File: src/rtl/spi_arb_pkg.sv
// Shared types for the SPI requester arbiter: FSM states and the per-slave
// config cache entry.
package spi_arb_pkg;
  localparam int SLAVE_W    = 3;
  localparam int CFG_W      = 4;
  localparam int NUM_SLAVES = 8;

  typedef enum logic [2:0] {
    IDLE, GRANT, CFG, CFG_GAP, SEND, BUSY, DONE
  } state_t;

  typedef struct packed {
    logic             valid;
    logic [CFG_W-1:0] cfg;
  } cfg_cache_t;

  // The slave mode register needs a rewrite when nothing is known about it
  // or it holds a different nibble.
  function automatic logic cache_miss(input cfg_cache_t e, input logic [CFG_W-1:0] cfg);
    return !e.valid || (e.cfg != cfg);
  endfunction
endpackage

File: src/rtl/rr_arbiter.sv
// Combinational round-robin pick: first set req strictly after ptr, wrapping.
// The pointer register is owned by the caller.
module rr_arbiter #(
  parameter  int N  = 4,
  localparam int IW = $clog2(N)
) (
  input  logic [N-1:0]  req,
  input  logic [IW-1:0] ptr,
  output logic [N-1:0]  grant,
  output logic [IW-1:0] idx
);
  logic [2*N-1:0] dbl;

  always_comb begin
    dbl   = {req, req} >> (int'(ptr) + 1);
    grant = '0;
    idx   = '0;
    // Walk from the far end so the nearest requester after ptr wins.
    for (int k = N - 1; k >= 0; k--) begin
      if (dbl[k]) idx = IW'((int'(ptr) + 1 + k) % N);
    end
    if (|req) grant[idx] = 1'b1;
  end
endmodule

File: src/rtl/spi_req_arbiter.sv
// Round-robin front end that time-shares one spi_master byte engine, caching
// each slave's mode nibble so the mode register is only rewritten on change.
module spi_req_arbiter
  import spi_arb_pkg::*;
#(
  parameter int NUM_REQ        = 4,
  parameter int TIMEOUT_CYCLES = 1024
) (
  input  logic                   i_clk,
  input  logic                   i_rst_n,
  input  logic [NUM_REQ-1:0]     i_req,
  input  logic [NUM_REQ*3-1:0]   i_req_slave,
  input  logic [NUM_REQ*4-1:0]   i_req_cfg,
  input  logic [NUM_REQ*8-1:0]   i_req_tx_byte,
  output logic [NUM_REQ-1:0]     o_grant,
  output logic [NUM_REQ-1:0]     o_done,
  output logic [7:0]             o_rx_byte,
  output logic                   o_err,
  output logic                   o_config_slave,
  output logic [2:0]             o_slave_select,
  output logic [3:0]             o_config_data,
  output logic                   o_tx_data_valid,
  output logic [7:0]             o_tx_data_byte,
  input  logic                   i_tx_ready,
  input  logic                   i_rx_data_valid,
  input  logic [7:0]             i_rx_data_byte
);
  localparam int IW = $clog2(NUM_REQ);
  localparam int CW = $clog2(TIMEOUT_CYCLES);

  state_t             state, state_nxt;
  logic [IW-1:0]      ptr, arb_idx;
  logic [NUM_REQ-1:0] arb_grant;
  cfg_cache_t         cache [NUM_SLAVES];
  logic [CW-1:0]      tmo_cnt;
  logic               expired, miss;
  logic [SLAVE_W-1:0] win_slave;
  logic [CFG_W-1:0]   win_cfg;
  logic [7:0]         win_byte;

  rr_arbiter #(.N(NUM_REQ)) u_rr (
    .req   (i_req),
    .ptr   (ptr),
    .grant (arb_grant),
    .idx   (arb_idx)
  );

  always_comb begin
    win_slave = '0;
    win_cfg   = '0;
    win_byte  = '0;
    for (int r = 0; r < NUM_REQ; r++) begin
      if (arb_idx == IW'(r)) begin
        win_slave = i_req_slave[r*SLAVE_W +: SLAVE_W];
        win_cfg   = i_req_cfg[r*CFG_W +: CFG_W];
        win_byte  = i_req_tx_byte[r*8 +: 8];
      end
    end
  end

  assign miss    = cache_miss(cache[win_slave], win_cfg);
  assign expired = (tmo_cnt == CW'(TIMEOUT_CYCLES - 1));

  always_comb begin
    state_nxt = state;
    unique case (state)
      IDLE:    if (|i_req && i_tx_ready) state_nxt = GRANT;
      GRANT:   if (!(|i_req))            state_nxt = IDLE;
               else if (miss)            state_nxt = CFG;
               else                      state_nxt = SEND;
      CFG:                               state_nxt = CFG_GAP;
      CFG_GAP:                           state_nxt = SEND;
      SEND:    if (i_tx_ready)           state_nxt = BUSY;
      BUSY:    if (i_rx_data_valid || expired) state_nxt = DONE;
      DONE:                              state_nxt = IDLE;
      default:                           state_nxt = IDLE;
    endcase
  end

  // Strobes are registered on the edge entering their state, so each is
  // exactly one cycle wide and aligned with CFG / first BUSY / DONE.
  always_ff @(posedge i_clk or negedge i_rst_n) begin
    if (!i_rst_n) begin
      state           <= IDLE;
      ptr             <= IW'(NUM_REQ - 1);
      tmo_cnt         <= '0;
      o_grant         <= '0;
      o_done          <= '0;
      o_rx_byte       <= '0;
      o_err           <= 1'b0;
      o_config_slave  <= 1'b0;
      o_slave_select  <= '0;
      o_config_data   <= '0;
      o_tx_data_valid <= 1'b0;
      o_tx_data_byte  <= '0;
      for (int s = 0; s < NUM_SLAVES; s++) cache[s] <= '0;
    end else begin
      state           <= state_nxt;
      o_config_slave  <= 1'b0;
      o_tx_data_valid <= 1'b0;
      o_done          <= '0;
      unique case (state)
        GRANT: if (|i_req) begin
          o_grant        <= arb_grant;
          ptr            <= arb_idx;
          o_slave_select <= win_slave;
          o_config_data  <= win_cfg;
          o_tx_data_byte <= win_byte;
          if (miss) begin
            o_config_slave   <= 1'b1;
            cache[win_slave] <= '{valid: 1'b1, cfg: win_cfg};
          end
        end
        SEND: begin
          tmo_cnt <= '0;
          if (i_tx_ready) o_tx_data_valid <= 1'b1;
        end
        BUSY: begin
          tmo_cnt <= tmo_cnt + 1'b1;
          if (i_rx_data_valid) begin
            o_rx_byte <= i_rx_data_byte;
            o_err     <= 1'b0;
            o_done    <= o_grant;
          end else if (expired) begin
            // A silent slave may have lost its mode; force a rewrite next time.
            o_rx_byte                   <= 8'h00;
            o_err                       <= 1'b1;
            o_done                      <= o_grant;
            cache[o_slave_select].valid <= 1'b0;
          end
        end
        DONE:    o_grant <= '0;
        default: ;
      endcase
    end
  end
endmodule
File: config.mk
export PLATFORM = sky130hd
export DESIGN_NAME = spi_req_arbiter
export DESIGN_NICKNAME = d
export VERILOG_FILES = /design/src/rtl/spi_arb_pkg.sv /design/src/rtl/rr_arbiter.sv /design/src/rtl/spi_req_arbiter.sv
export SDC_FILE = /design/constraint.sdc
export NUM_CORES = 1
export LEC_CHECK = 0
export CAP_MARGIN = 20
export CORE_MARGIN = 2
export CORE_UTILIZATION = 45
export CTS_CLUSTER_SIZE = 24
export DETAILED_ROUTE_END_ITERATION = 10
export HOLD_SLACK_MARGIN = 0.02
export PLACE_DENSITY = 0.75
export RECOVER_POWER = 100
export SETUP_SLACK_MARGIN = 0.05
export SYNTH_ARGS = -nofsm -noshare
export SYNTH_HDL_FRONTEND = slang
export SYNTH_SLANG_ARGS = --single-unit
File: constraint.sdc
create_clock -name i_clk -period 3.3 [get_ports i_clk]
set_input_delay 0.495 -clock i_clk [delete_from_list [all_inputs] [get_ports i_clk]]
set_output_delay 0.495 -clock i_clk [all_outputs]
set_load 0.01 [all_outputs]
==> flow_summary_export.csv <==
group,metric,value,unit
sta,setup_viol,37,
setup_path,worstReg2RegStart,"ptr[1]$_DFFE_PN1P_",
cells_and_area,n_antenna_cell,0,
grt,grt_max_degree,33,
cells_and_area,fillers,850,
route,drt_iter0_drc,215,
floorplan,start_util,46.1,%
synth,ys_seq_elements,89,
floorplan,rows,38,
route,dr.pass1.iters,5,
clock_network,cts_sinks,89,
clock_network,clk_pin_slew,90,ps
route,met2WireLength,7010,µm
route,vias_per_cell,5.57,
power_and_ir_drop,p_leak,3.24,nW
grt,grt_use_total,25.1,%
sta,period_minus_slack,3540,ps
synth,synth_area_leaders,"dfrtp_1 (44%), nand2_1 (8.9%), mux2_4 (4.8%)",
min_path,hold_path_class,"flop to flop",
synth,synth_area,0.00497,mm²
sta,fin_skew,9.68,ps
setup_path,reg2regPathDepth,12,
power_and_ir_drop,powerDensity,928,mW/mm²
synth,yosysTopAreaCellShare,43.8,%
synth,syn-num-nets,591,
synth,ys.warnings.count,0,
synth,synth_seq_area_share,44.8,%
sta,finalWorstSetupSlack,-240,ps
cells_and_area,final-seq-area,0.00223,mm²
sta,rsz0062_at_grt,"yes",
setup_path,path_class,"flop to flop",
cells_and_area,final_cell_mix,"nand2_1 (117), dfrtp_1 (87), clkdlybuf4s50_1 (70)",
run,maxCapViolations,1,
synth,synth_flop_cell,"dfrtp_1",
min_path,min_path_cells,2,
clock_network,htreeDepth,3,
sta,max_slew.worst_pin.slew,1590,ps
setup_path,crit_fanout,7,
cells_and_area,syn_to_final_growth,42.3,%
setup_path,r2r_end,"cache[15]$_DFFE_PN0P_",
power_and_ir_drop,power,6.57,mW
clock_network,clkLatencyLatePin,370,ps
route,top_layer_used,"met4",
cells_and_area,design_area,0.00708,mm²
place,place_area,0.00659,mm²
cells_and_area,layout.nets,759,
setup_path,end_kind,"flop",
sta,slew_headroom,-5.85,%
clock_network,cts.path.max_buffers,2,
cells_and_area,final_common_cell,"nand2_1",
min_path,min_from,"o_tx_data_byte[3]$_DFFE_PN0P_",
route,antenna_left,0,
route,vias,4603,
floorplan,ios,110,
min_path,hold_path_end,"o_tx_data_byte[3]$_DFFE_PN0P_",
grt,grt_overflow,0,
sta,hold_viol,0,
route,wl_per_cell,17.6,µm
route,wl_met1,6230,µm
power_and_ir_drop,vdd_drop_max,0.000474,V
synth,yosysUniqueCellTypes,63,
synth,avgSynthCellArea,9.68,µm²
grt,antenna_found_initial,0,
floorplan,die_h,109,µm
clock_network,cts_tree,"done",
route,route.detailed.drc,0,
sta,achievable-frequency,283,MHz
cells_and_area,drive_gt1_share,25.5,%
place,dp_hpwl,10800,µm
route,drt-total-wl,14600,µm
status,violations,"capacitance limit, slew limit, setup timing",
setup_path,crit_required,3550,ps
setup_path,rrSetupSlack,-240,ps
status,status,"finished, violations left",
place,portBuffers,109,
synth,synthCells,514,
sta,min_period_over_period,107,%
clock_network,tritoncts.num_buffers,9,
synth,synth_area_leader_cell,"dfrtp_1",
grt,first_global_vias,4432,
grt,grt_pass1_wl,22700,µm
synth,async_flop_share,100,%
floorplan,die_w,109,µm
cells_and_area,multiInputGateArea,0.00278,mm²
setup_path,cp_data_arrival_time,3790,ps
place,globalplace.congestion,1.02,
setup_path,startpoint_type,"flop",
floorplan,die_area,0.0119,mm²
synth,synth_edf_count,0,
route,wl_met3,988,µm
floorplan,coreArea,0.0108,mm²
clock_network,cts_root_buf,"clkbuf_8",
sta,drv_slew,32,
## worst max-delay path, cell delays in order (launching register included)
cell and delay (ps):
dfstp_2 630, mux2i_1 240, a2bb2oi_2 250, o21ai_4 140, o211a_4 180, nor2_4 140, mux2_4 320, o22a_1 220
a21o_1 160, a221o_1 370, buf_12 170, o211ai_4 270, mux2_4 330
## cells by family after synthesis
family / Yosys count / share of synthesized area (%)
simple gates: 239 / 23.1
compound gates: 103 / 17.2
flops: 89 / 44.8
mux: 46 / 11.3
buf+inv: 35 / 3.09
xor+xnor: 1 / 0.176
fa+ha+maj: 1 / 0.252
## repair_timing
item,4_1_cts,5_1_grt
pin swaps,14,16
endpoints found under the setup margin,43,43
gates resized for setup,20,24
hold buffers,0,0
gates cloned,0,0
buffers inserted,8,11
## state kept, by name, summed over array words and instances (netlist names), 2 cells and up
register / flops
o_done: 4
cache: 40
state: 3
tmo_cnt: 10
o_slave_select: 3
ptr: 2
o_tx_data_byte: 8
o_rx_byte: 8
o_grant: 4
o_config_data: 4
## worst max path at each step
stage / to / slack (ps) / startpoint
6_report: cache[15]$_DFFE_PN0P_ / -240 / ptr[1]$_DFFE_PN1P_
5_1_grt: cache[8]$_DFFE_PN0P_ / -330 / ptr[1]$_DFFE_PN1P_
4_1_cts: cache[15]$_DFFE_PN0P_ / -140 / ptr[1]$_DFFE_PN1P_
3_5_place_dp: cache[15]$_DFFE_PN0P_ / -740 / i_req[3]
3_3_place_gp: cache[18]$_DFFE_PN0P_ / -620 / i_req[3]
2_1_floorplan: cache[12]$_DFFE_PN0P_ / 50 / i_req[0]
## report_power, final
part	internal, mW	switching (mW)	total (mW)	leakage [nW]
registers	1.56	0.388	1.94	1.11
clock network	0.296	0.401	0.696	0.0964
logic	1.92	2.01	3.93	2.03
## layout make-up
class / instances / area share, %
Tap cell: 140 / 2.48
Multi-Input combinational cell: 390 / 39.3
Sequential cell: 89 / 31.5
Timing Repair Buffer: 182 / 23.6
Inverter: 10 / 0.530
Clock buffer: 10 / 1.94
Clock inverter: 6 / 0.583
## stage by stage
step | TNS (ps) | utilization, % | setup slack, ps | instances | hold slack [ps]
5_1_grt | -10810 | 65.6 | -325 | 827 | 504
3_5_place_dp | -28260 | 61.1 | -740 | 792 | 449
6_report | -7180 | 65.6 | -240 | 827 | 484
3_3_place_gp | -23290 | 61.1 | -616 | 792 | 437
4_1_cts | -3850 | 64.0 | -143 | 816 | 39.4
2_1_floorplan | 0 | - | 50.4 | 514 | 199
## cell usage after synthesis, types with 5 or more instances
cell        n
nand2_1   118
nand2b_1    6
a22o_1     10
and3_1     13
dfrtp_1    87
nor4_1      5
clkbuf_1   16
nor2_1     18
nor3_1      5
mux2_2     18
mux2i_1    11
inv_1      10
a211oi_1   10
and4_1      8
nand3_1    44
a31oi_1     5
mux2_4     16
and2_1      5
o21ai_0    26
## per-layer routing
metal / GRT usage, % / vias up
li1: - / 2184
met1: 32.5 / 2217
met2: 40.9 / 174
met3: 5.20 / 28
met4: 10.6 / 0
met5: 0 / -
Power figures use the tool's default switching activity.
